### src/rtl/uart_loader.sv
// uart_loader: UART boot loader writing a framed image into the RAM write port.
// Define UART_LOADER_CHECKSUM_EN to require a trailing 8-bit sum byte.
module uart_loader #(
   parameter int CLK_FREQ = 50_000_000,
   parameter int BAUD     = 115200,
   parameter int AW       = 12,
   parameter int DW       = 32
) (
   input  logic          clk,
   input  logic          rst,
   input  logic          uart_rx_i,
   output logic          w_en_o,
   output logic [AW-1:0] w_addr_o,
   output logic [DW-1:0] w_data_o,
   output logic          load_done_o,
   output logic          load_err_o,
   output logic          cpu_rst_n_o
);

   localparam int CPB  = CLK_FREQ / BAUD;
   localparam int HALF = CPB / 2;
   localparam int CW   = $clog2(CPB);

   localparam logic [1:0] R_IDLE  = 2'd0;
   localparam logic [1:0] R_START = 2'd1;
   localparam logic [1:0] R_DATA  = 2'd2;
   localparam logic [1:0] R_STOP  = 2'd3;

   localparam logic [2:0] S_IDLE  = 3'd0;
   localparam logic [2:0] S_LENLO = 3'd1;
   localparam logic [2:0] S_LENHI = 3'd2;
   localparam logic [2:0] S_DATA  = 3'd3;
   localparam logic [2:0] S_DONE  = 3'd5;
   localparam logic [2:0] S_ERR   = 3'd6;
`ifdef UART_LOADER_CHECKSUM_EN
   localparam logic [2:0] S_CSUM  = 3'd4;
   localparam logic [2:0] S_FIN   = S_CSUM;
`else
   localparam logic [2:0] S_FIN   = S_DONE;
`endif

   logic          sy1_q, sy2_q, sy3_q;
   logic [1:0]    rs_q, rs_d;
   logic [CW-1:0] cnt_q, cnt_d;
   logic [2:0]    bit_q, bit_d;
   logic [7:0]    sh_q, sh_d;
   logic          rxv_q, rxv_d;
   logic          ferr_q, ferr_d;

   logic [2:0]    st_q, st_d;
   logic [15:0]   len_q, len_d;
   logic [AW-1:0] addr_q, addr_d;
   logic [1:0]    bcnt_q, bcnt_d;
   logic [23:0]   asm_q, asm_d;
   logic [DW-1:0] wd_q, wd_d;
   logic          we_q, we_d;
`ifdef UART_LOADER_CHECKSUM_EN
   logic [7:0]    sum_q, sum_d;
`endif

   logic          n_big;
   logic          last;

   assign n_big = 32'({sh_q, len_q[7:0]}) > (32'd1 << AW);
   assign last  = addr_q == AW'(len_q - 16'd1);

   // Two-flop synchronizer plus a third stage for falling-edge detection.
   always_ff @(posedge clk) begin
      if (!rst) begin
         sy1_q <= 1'b1;
         sy2_q <= 1'b1;
         sy3_q <= 1'b1;
      end else begin
         sy1_q <= uart_rx_i;
         sy2_q <= sy1_q;
         sy3_q <= sy2_q;
      end
   end

   // Receiver: start-bit glitch check, mid-bit data sampling, stop check.
   always_comb begin
      rs_d   = rs_q;
      cnt_d  = cnt_q + 1'b1;
      bit_d  = bit_q;
      sh_d   = sh_q;
      rxv_d  = 1'b0;
      ferr_d = 1'b0;
      unique case (rs_q)
         R_IDLE: begin
            cnt_d = CW'(1);
            if (sy3_q && !sy2_q) rs_d = R_START;
         end
         R_START: begin
            if (cnt_q == CW'(HALF - 1)) begin
               cnt_d = '0;
               bit_d = '0;
               rs_d  = sy2_q ? R_IDLE : R_DATA;
            end
         end
         R_DATA: begin
            if (cnt_q == CW'(CPB - 1)) begin
               cnt_d = '0;
               sh_d  = {sy2_q, sh_q[7:1]};
               bit_d = bit_q + 1'b1;
               if (bit_q == 3'd7) rs_d = R_STOP;
            end
         end
         R_STOP: begin
            if (cnt_q == CW'(CPB - 1)) begin
               rs_d   = R_IDLE;
               rxv_d  = sy2_q;
               ferr_d = !sy2_q;
            end
         end
         default: rs_d = R_IDLE;
      endcase
   end

   // Receiver state registers.
   always_ff @(posedge clk) begin
      if (!rst) begin
         rs_q   <= R_IDLE;
         cnt_q  <= '0;
         bit_q  <= '0;
         sh_q   <= '0;
         rxv_q  <= 1'b0;
         ferr_q <= 1'b0;
      end else begin
         rs_q   <= rs_d;
         cnt_q  <= cnt_d;
         bit_q  <= bit_d;
         sh_q   <= sh_d;
         rxv_q  <= rxv_d;
         ferr_q <= ferr_d;
      end
   end

   // Frame parser: sync, length, word assembly, optional checksum.
   always_comb begin
      st_d   = st_q;
      len_d  = len_q;
      addr_d = we_q ? addr_q + 1'b1 : addr_q;
      bcnt_d = bcnt_q;
      asm_d  = asm_q;
      wd_d   = wd_q;
      we_d   = 1'b0;
`ifdef UART_LOADER_CHECKSUM_EN
      sum_d  = sum_q;
`endif
      unique case (st_q)
         S_IDLE, S_ERR: begin
            if (rxv_q && sh_q == 8'hA5) begin
               st_d   = S_LENLO;
               addr_d = '0;
               bcnt_d = '0;
`ifdef UART_LOADER_CHECKSUM_EN
               sum_d  = '0;
`endif
            end
         end
         S_LENLO: begin
            if (rxv_q) begin
               len_d[7:0] = sh_q;
               st_d       = S_LENHI;
            end
         end
         S_LENHI: begin
            if (rxv_q) begin
               len_d[15:8] = sh_q;
               if (n_big)
                  st_d = S_ERR;
               else if ({sh_q, len_q[7:0]} == 16'd0)
                  st_d = S_FIN;
               else
                  st_d = S_DATA;
            end
         end
         S_DATA: begin
            if (rxv_q) begin
               bcnt_d = bcnt_q + 1'b1;
`ifdef UART_LOADER_CHECKSUM_EN
               sum_d  = sum_q + sh_q;
`endif
               unique case (bcnt_q)
                  2'd0: asm_d[7:0]   = sh_q;
                  2'd1: asm_d[15:8]  = sh_q;
                  2'd2: asm_d[23:16] = sh_q;
                  default: begin
                     we_d = 1'b1;
                     wd_d = {sh_q, asm_q};
                  end
               endcase
            end
            if (we_q && last) st_d = S_FIN;
         end
`ifdef UART_LOADER_CHECKSUM_EN
         S_CSUM: begin
            if (rxv_q) st_d = (sh_q == sum_q) ? S_DONE : S_ERR;
         end
`endif
         S_DONE: st_d = S_DONE;
         default: st_d = S_IDLE;
      endcase
      if (ferr_q && st_q != S_DONE) st_d = S_ERR;
   end

   // Parser state and RAM write-port registers.
   always_ff @(posedge clk) begin
      if (!rst) begin
         st_q   <= S_IDLE;
         len_q  <= '0;
         addr_q <= '0;
         bcnt_q <= '0;
         asm_q  <= '0;
         wd_q   <= '0;
         we_q   <= 1'b0;
`ifdef UART_LOADER_CHECKSUM_EN
         sum_q  <= '0;
`endif
      end else begin
         st_q   <= st_d;
         len_q  <= len_d;
         addr_q <= addr_d;
         bcnt_q <= bcnt_d;
         asm_q  <= asm_d;
         wd_q   <= wd_d;
         we_q   <= we_d;
`ifdef UART_LOADER_CHECKSUM_EN
         sum_q  <= sum_d;
`endif
      end
   end

   assign w_en_o      = we_q;
   assign w_addr_o    = addr_q;
   assign w_data_o    = wd_q;
   assign load_done_o = st_q == S_DONE;
   assign cpu_rst_n_o = st_q == S_DONE;
   assign load_err_o  = st_q == S_ERR;

endmodule
### config.mk
export PLATFORM = sky130hd
export DESIGN_NAME = uart_loader
export DESIGN_NICKNAME = d
export VERILOG_FILES = /design/src/rtl/uart_loader.sv
export SDC_FILE = /design/constraint.sdc
export NUM_CORES = 1
export LEC_CHECK = 0
export ABC_AREA = 1
export BUFFER_PORTS_ARGS = -buffer_cell sky130_fd_sc_hd__buf_2
export CAP_MARGIN = 0
export CORE_ASPECT_RATIO = 0.7
export CORE_UTILIZATION = 40
export CTS_CLUSTER_SIZE = 16
export DETAILED_ROUTE_END_ITERATION = 12
export PLACE_DENSITY_LB_ADDON = 0.05
export SETUP_SLACK_MARGIN = 0.05
export SKIP_CTS_REPAIR_TIMING = 1
export SYNTH_ARGS = -nofsm -noshare
export SYNTH_HDL_FRONTEND = slang
export SYNTH_SLANG_ARGS = --single-unit
### constraint.sdc
create_clock -name clk -period 1.62 [get_ports clk]
set_clock_uncertainty 0.05 [all_clocks]
set_input_delay 0.162 -clock clk [delete_from_list [all_inputs] [get_ports clk]]
set_output_delay 0.162 -clock clk [all_outputs]
set_load 0.01 [all_outputs]
==> results_tabular.tex, run 1 <==
\begin{tabular}{lr}
\hline
Metric & Value \\
\hline
\multicolumn{2}{l}{\textbf{Floorplan}} \\
Total I/O pin count & 51 \\
Vertical die dimension & 94.7 µm \\
Die boundary width & 134 µm \\
Placeable core area & 11900 µm² \\
Die Outline Area & 12700 µm² \\
Number of cell rows & 33 \\
Initial cell density of the core & 41.5\% \\
\multicolumn{2}{l}{\textbf{Place}} \\
Number of input and output port buffers inserted & 50 \\
Placer Congestion & 0.841 \\
Instance count after placement with tap cells included & 906 \\
Worst slack at placement & -0.255 ns \\
HPWL Detailed & 8.51 mm \\
Placed standard-cell area & 5770 µm² \\
\multicolumn{2}{l}{\textbf{Finish}} \\
Most common cell after layout, fill and taps aside & sky130\_fd\_sc\_hd\_\_dfxtp\_1 \\
Antenna Cells & 0 \\
Area added between synthesis and finish & 40.4\% \\
Final Util & 58.2\% \\
Most frequent cells in the layout & sky130\_fd\_sc\_hd\_\_dfxtp\_1 (105), sky130\_fd\_sc\_hd\_\_nor2\_1 (94), sky130\_fd\_sc\_hd\_\_nand2\_1 (91) \\
\# nets final & 795 \\
Proportion of layout cells with a drive suffix above 1 & 30.5\% \\
Count of fill cells added during filler insertion & 1067 \\
Post-Layout Inst Area & 6900 µm² \\
Number of standard cells in the final layout excluding fillers & 950 \\
\multicolumn{2}{l}{\textbf{Routing}} \\
Overall routed net length & 12.8 mm \\
Mean routed wirelength per cell & 13.5 µm \\
DR vias/cell & 4.96 \\
Length of the first detailed-routing pass in iterations & 5 \\
Vias & 4713 \\
Remaining antenna violation count after routing & 0 \\
Iteration-0 DRC Markers & 309 \\
Count of unresolved DRC violations after routing & 0 \\
\multicolumn{2}{l}{\textbf{Worst setup path}} \\
Most frequent cell on the critical path & sky130\_fd\_sc\_hd\_\_buf\_6 \\
Data required time of the critical path & 1.90 ns \\
Crit path kind & flop to flop \\
Master of the slowest instance on the critical path & sky130\_fd\_sc\_hd\_\_dfxtp\_2 \\
Largest stage delay, worst path & 0.32 ns \\
Worst setup EP type & flop \\
Length in cells of the worst reg-to-reg path & 11 \\
Kind of start point of the critical path & flop \\
Data arrival at the endpoint of the critical path & 2.09 ns \\
Cells along the critical path & inv\_2, ha\_4, nand2\_2, nor3\_2, nand2\_1, buf\_6, nor2\_4, buf\_6, buf\_6, o21ai\_2, a21oi\_1 \\
Biggest fanout along the worst timing path & 5 \\
\multicolumn{2}{l}{\textbf{GRT}} \\
Total congestion overflow after global routing & 0 \\
Pin count of the biggest net entering global routing & 67 \\
Global-route usage over all layers & 19.4\% \\
Wire length of the first global-routing pass & 19.3 mm \\
Via count of the first global-routing pass & 4121 \\
Antenna violations before repair & 0 \\
\multicolumn{2}{l}{\textbf{Clocking}} \\
Depth of the CTS H-tree & 4 \\
Worst-path clk slew & 0.05 ns \\
Master cell of the clock root buffer & sky130\_fd\_sc\_hd\_\_clkbuf\_16 \\
Number of buffers added by the clock tree synthesis step & 17 \\
CTS tree & built \\
Worst skew pair latency & 0.41 ns \\
Worst-case clock buffer depth & 2 \\
Number of clock sinks & 113 \\
\multicolumn{2}{l}{\textbf{Outcome}} \\
Violated checks & setup timing \\
Outcome & complete, but fails checks \\
\multicolumn{2}{l}{\textbf{Logic synthesis}} \\
Cell area after technology mapping & 4910 µm² \\
Number of distinct library cells after synthesis & 33 \\
Predominant post-synthesis flop cell & sky130\_fd\_sc\_hd\_\_dfxtp\_1 \\
Synthesized netlist net count & 677 \\
Syn. warnings & 0 \\
Number of enable-type register cells in the synthesized netlist & 0 \\
Synth async-reset ratio & 0\% \\
Gate count of the mapped netlist & 662 \\
Post-synthesis sequential area ratio & 46.0\% \\
Mean instance size in the synthesized netlist & 7.42 µm² \\
Synthesis-stage register bit count & 113 \\
\multicolumn{2}{l}{\textbf{Timing}} \\
Setup ws final & -0.184 ns \\
Max Clk Rate & 554 MHz \\
Max-slew headroom & 69.9\% \\
Final setup viols & 25 \\
Final Max Slew Viols & 0 \\
Measured slew at the worst slew-check pin & 0.447 ns \\
Final critical-path share of the clock period & 111\% \\
Post-route minimum period & 1.80 ns \\
Setup repair after global routing missed its margin & yes \\
Final Hold Vio Count & 0 \\
Setup Total Neg Slack & -2.43 ns \\
\multicolumn{2}{l}{\textbf{Hold path}} \\
Number of cells on the worst hold path & 2 \\
Worst hold path class & primary input to flop \\
\multicolumn{2}{l}{\textbf{Power}} \\
Worst IR drop on VDD & 0.000826 V \\
Static leakage power & 3.10 nW \\
Power density normalized to cell area & 1080 nW/µm² \\
\multicolumn{2}{l}{\textbf{Flow run}} \\
Reported max-cap violation count & 0 \\
\hline
\end{tabular}
-- cells by family after synthesis --
kind of cell / count (synthesis) / synth area share [%]
AOI/OAI and AO/OA: 155 / 16.3
xor gates and xnor gates: 20 / 3.56
adders and majority gates: 12 / 3.05
buffers and inverters: 96 / 7.89
DFF: 113 / 46.0
and+or+nand+nor: 266 / 23.1
-- per-layer routing --
layer,wire length (µm),vias to the layer above,GRT usage [%]
met4,190,0,6.18
met3,558,20,4.35
li1,-,2388,-
met5,0,-,0
met2,5690,113,30.5
met1,6400,2192,26.3
-- layout make-up --
type	instances	area [µm²]	area share, %
clock buffer	20	457	6.62
clock inverter	12	205	2.97
inverter	71	302	4.37
multi-input combinational	453	2530	36.7
sequential	113	2270	33.0
tap	157	196	2.85
timing repair buffer	124	935	13.5
-- path summary, 6_finish.rpt --
path / startpoint / to / slack [ns]
min reg2reg: sy1_q / sy2_q / 0.36
min: rst / sy3_q / 0.04
max: cnt_q[1] / sh_q[4] / -0.18
max reg2reg: cnt_q[1] / sh_q[4] / -0.18
-- synthesized netlist by cell type, types with 8 or more instances --
cell type	n	share of area, %
sky130_fd_sc_hd__dfxtp_1	113	46
sky130_fd_sc_hd__nor2_1	108	8.2
sky130_fd_sc_hd__nand2_1	95	7.3
sky130_fd_sc_hd__o21ai_0	80	8.1
sky130_fd_sc_hd__a21oi_1	64	6.5
sky130_fd_sc_hd__inv_1	61	4.7
sky130_fd_sc_hd__nand3_1	24	2.4
sky130_fd_sc_hd__clkbuf_1	13	0.99
sky130_fd_sc_hd__nor3_1	13	1.3
sky130_fd_sc_hd__ha_1	12	3.1
sky130_fd_sc_hd__xor2_1	12	2.1
sky130_fd_sc_hd__xnor2_1	8	1.4
-- critical path: cells and delay by family, from the launching register on --
| family | cells | cell delay, ns |
|---|---|---|
| buf+inv | 4 | 0.47 |
| compound gates | 2 | 0.17 |
| fa+ha+maj | 1 | 0.13 |
| flops | 1 | 0.32 |
| simple gates | 4 | 0.57 |
-- through the flow --
step / power [mW] / hold slack, ns
floorplan: 3.14 / 0.219
CTS: 7.45 / -0.114
finish: 7.46 / 0.0386
detailed placement: 3.27 / 0.306
global placement: 3.26 / 0.303
global route: 7.72 / 0.0434
-- flip-flops by register name (all words and copies together), names as in the netlist, named ones only --
register / flops
rxv_q: 1
st_q: 3
sy2_q: 1
w_addr_o: 12
sy1_q: 1
w_en_o: 1
bcnt_q: 2
ferr_q: 1
sy3_q: 1
bit_q: 3
asm_q: 24
len_q: 12
w_data_o: 32
sh_q: 8
cnt_q: 9
rs_q: 1
-- power by group --
part           leakage, nW  switching [mW]  internal, mW
clock network        0.317            1.36          2.82
registers            0.915          0.0344          2.81
logic                 1.87           0.258         0.171
total                 3.10            1.66          5.81
No activity file was read; power rests on OpenSTA's default activity.
==> inputs of run 2 (changes only) <==
--- a/config.mk
+++ b/config.mk
@@ -13,4 +13,5 @@
 export CTS_CLUSTER_SIZE = 16
 export DETAILED_ROUTE_END_ITERATION = 12
+export MAX_ROUTING_LAYER = met4
 export PLACE_DENSITY_LB_ADDON = 0.05
 export SETUP_SLACK_MARGIN = 0.05
==> constraint.sdc (replaced) <==
create_clock -name clk -period 1.62 [get_ports clk]
set_clock_uncertainty 0.05 [all_clocks]
set_input_delay 0.486 -clock clk [delete_from_list [all_inputs] [get_ports clk]]
set_output_delay 0.486 -clock clk [all_outputs]
set_load 0.01 [all_outputs]
==> results_tabular.tex, run 2 (same netlist as run 1, synthesis figures left out) <==
\begin{tabular}{lr}
\hline
Metric & Value \\
\hline
\multicolumn{2}{l}{\textbf{Outcome}} \\
Outcome & complete, but fails checks \\
Violated checks & setup timing \\
\multicolumn{2}{l}{\textbf{Routing}} \\
DR vias/cell & 4.87 (-1.9\%) \\
Mean routed wirelength per cell & 13.3 µm (-1.6\%) \\
Count of unresolved DRC violations after routing & 0 (unchanged) \\
M1 wire length & 6.65 mm (+4.0\%) \\
Overall routed net length & 12.9 mm (+0.24\%) \\
Iteration-0 DRC Markers & 301 (-2.6\%) \\
Met3 wire length & 596 µm (+6.8\%) \\
Vias & 4713 (unchanged) \\
Remaining antenna violation count after routing & 0 (unchanged) \\
Met2 routed wirelength & 5.57 mm (-2.0\%) \\
Highest metal layer with signal wires & met4 \\
Length of the first detailed-routing pass in iterations & 4 (-1) \\
\multicolumn{2}{l}{\textbf{Timing}} \\
Final Hold Vio Count & 0 (unchanged) \\
Max Clk Rate & 557 MHz (+0.50\%) \\
Setup ws final & -0.176 ns (+0.00892 ns) \\
Final worst hold slack & 0.220 ns (+0.182 ns) \\
Max-slew headroom & 71.9\% (+2.0 points) \\
Final setup viols & 33 (+32\%) \\
Final critical-path share of the clock period & 111\% (-0.55 points) \\
Post-route minimum period & 1.80 ns (-0.00892 ns) \\
Final Max Slew Viols & 0 (unchanged) \\
Measured slew at the worst slew-check pin & 0.417 ns (-0.0304 ns) \\
Setup repair after global routing missed its margin & yes \\
\multicolumn{2}{l}{\textbf{Place}} \\
Number of input and output port buffers inserted & 50 (unchanged) \\
HPWL Detailed & 8.27 mm (-2.8\%) \\
Worst slack at placement & -0.242 ns (+0.0126 ns) \\
Placer Congestion & 0.830 (-1.3\%) \\
\multicolumn{2}{l}{\textbf{Floorplan}} \\
Total I/O pin count & 51 (unchanged) \\
Placeable core area & 11900 µm² (unchanged) \\
Number of cell rows & 33 (unchanged) \\
Die boundary width & 134 µm (unchanged) \\
Die Outline Area & 12700 µm² (unchanged) \\
Initial cell density of the core & 41.5\% (unchanged) \\
Vertical die dimension & 94.7 µm (unchanged) \\
\multicolumn{2}{l}{\textbf{Power}} \\
Logic pwr share & 7.1\% (+1.4 points) \\
Proportion of power drawn by the clock network & 53.3\% (-2.8 points) \\
Worst IR drop on VDD & 0.000806 V (-2.4\%) \\
Static leakage power & 3.16 nW (+2.1\%) \\
Switching power total & 1.72 mW (+3.6\%) \\
Share of total power in sequential cells & 39.6\% (+1.4 points) \\
Cell-internal power & 5.48 mW (-5.6\%) \\
Power density normalized to cell area & 1030 nW/µm² (-5.0\%) \\
Sum of internal, switching and leakage power & 7.20 mW (-3.6\%) \\
Sw Ratio & 23.8\% (+1.7 points) \\
\multicolumn{2}{l}{\textbf{Finish}} \\
Flip-flop count of the largest register after layout & 32 (unchanged) \\
Most frequent cells in the layout & sky130\_fd\_sc\_hd\_\_nor2\_1 (91), sky130\_fd\_sc\_hd\_\_dfxtp\_1 (91), sky130\_fd\_sc\_hd\_\_nand2\_1 (87) \\
\# nets final & 813 (+2.3\%) \\
Proportion of layout cells with a drive suffix above 1 & 34.6\% (+4.1 points) \\
Area added between synthesis and finish & 42.4\% \\
Final Util & 59.1\% (+0.87 points) \\
Antenna Cells & 0 (unchanged) \\
Count of fill cells added during filler insertion & 1065 (-0.19\%) \\
\multicolumn{2}{l}{\textbf{Worst setup path}} \\
Data required time of the critical path & 1.91 ns (about the same) \\
Setup slack, reg-to-reg & -0.18 ns (about the same) \\
Biggest fanout along the worst timing path & 4 (-1) \\
Worst setup EP type & flop \\
Data arrival at the endpoint of the critical path & 2.09 ns (about the same) \\
Crit path kind & flop to flop \\
Endpoint of the worst-slack reg-to-reg timing path & st\_q[2] \\
Startpoint of the lowest-slack register-to-register path & len\_q[0] \\
Length in cells of the worst reg-to-reg path & 12 (+1) \\
Kind of start point of the critical path & flop \\
\multicolumn{2}{l}{\textbf{GRT}} \\
Wire length of the first global-routing pass & 19.6 mm (+1.5\%) \\
Antenna violations before repair & 0 (unchanged) \\
Total congestion overflow after global routing & 0 (unchanged) \\
Global-route usage over all layers & 20.5\% (+1.1 points) \\
Pin count of the biggest net entering global routing & 70 (+4.5\%) \\
Via count of the first global-routing pass & 4154 (+0.80\%) \\
\multicolumn{2}{l}{\textbf{Clocking}} \\
Worst-path clk slew & 0.06 ns (about the same) \\
CTS tree & built \\
Number of buffers added by the clock tree synthesis step & 17 (unchanged) \\
Number of clock sinks & 113 (unchanged) \\
Depth of the CTS H-tree & 4 (unchanged) \\
Worst-case clock buffer depth & 2 (unchanged) \\
Worst skew pair latency & 0.41 ns (about the same) \\
Master cell of the clock root buffer & sky130\_fd\_sc\_hd\_\_clkbuf\_16 \\
\multicolumn{2}{l}{\textbf{Hold path}} \\
Hold Path End & sy1\_q \\
Worst hold path class & primary input to flop \\
Number of cells on the worst hold path & 2 (unchanged) \\
Hold path startpoint & uart\_rx\_i \\
\multicolumn{2}{l}{\textbf{Flow run}} \\
Reported max-cap violation count & 0 (unchanged) \\
\hline
\end{tabular}
-- run 2: worst max path at each step --
stage          depth (start not counted)  endpoint  slack (ns)      from
3_3_place_gp                          12   st_q[1]       -0.26  len_q[1]
5_1_grt                               13   st_q[1]       -0.37  len_q[1]
6_report                              12   st_q[2]       -0.18  len_q[0]
2_1_floorplan                         12   st_q[0]       0.004  len_q[0]
4_1_cts                               15   st_q[1]       -0.26  len_q[0]
3_5_place_dp                          15   st_q[1]       -0.24  len_q[0]
-- run 2: layout make-up --
type | count | area, µm² | area share (%)
clock inverter | 15 | 183 | 2.61
tap | 157 | 196 | 2.81
sequential | 113 | 2290 | 32.8
multi-input combinational | 453 | 2510 | 35.9
inverter | 71 | 292 | 4.16
timing repair buffer | 139 | 1080 | 15.4
timing repair inverter | 3 | 18.8 | 0.268
clock buffer | 17 | 425 | 6.08
-- run 2: routing by layer --
layer	GRT usage, %	vias to the layer above
met3	5.48	6
met5	-	-
met2	30.1	89
met4	5.43	0
li1	-	2433
met1	27.6	2185
-- run 2: power by group through the flow --
stage	Sequential (mW)	Combinational (mW)	Clock, mW
finish	2.85	0.514	3.83
global route	2.85	0.578	4.06
CTS	2.83	0.396	3.91
detailed placement	2.89	0.394	0
global placement	2.89	0.393	0
floorplan	2.89	0.250	0
-- run 2: through the flow --
step	std cells	TNS, ns	cell area [µm²]
2_1_floorplan	662	0	4940
3_3_place_gp	906	-1.01	5770
3_5_place_dp	906	-1.28	5770
4_1_cts	938	-2.48	6370
5_1_grt	968	-9.35	7000
6_report	968	-1.40	7000
-- run 2: critical path: stages, from the launching register on --
cell                       delay, ns
sky130_fd_sc_hd__dfxtp_2        0.33
sky130_fd_sc_hd__inv_4          0.07
sky130_fd_sc_hd__ha_4           0.15
sky130_fd_sc_hd__nand2_2        0.09
sky130_fd_sc_hd__nor2_1         0.14
sky130_fd_sc_hd__nand2_1        0.07
sky130_fd_sc_hd__nand3_1        0.08
sky130_fd_sc_hd__nand2_1        0.05
sky130_fd_sc_hd__nor2_1         0.15
sky130_fd_sc_hd__nand3_2        0.15
sky130_fd_sc_hd__a21boi_2       0.20
sky130_fd_sc_hd__nand2_1        0.09
sky130_fd_sc_hd__a21oi_2        0.11
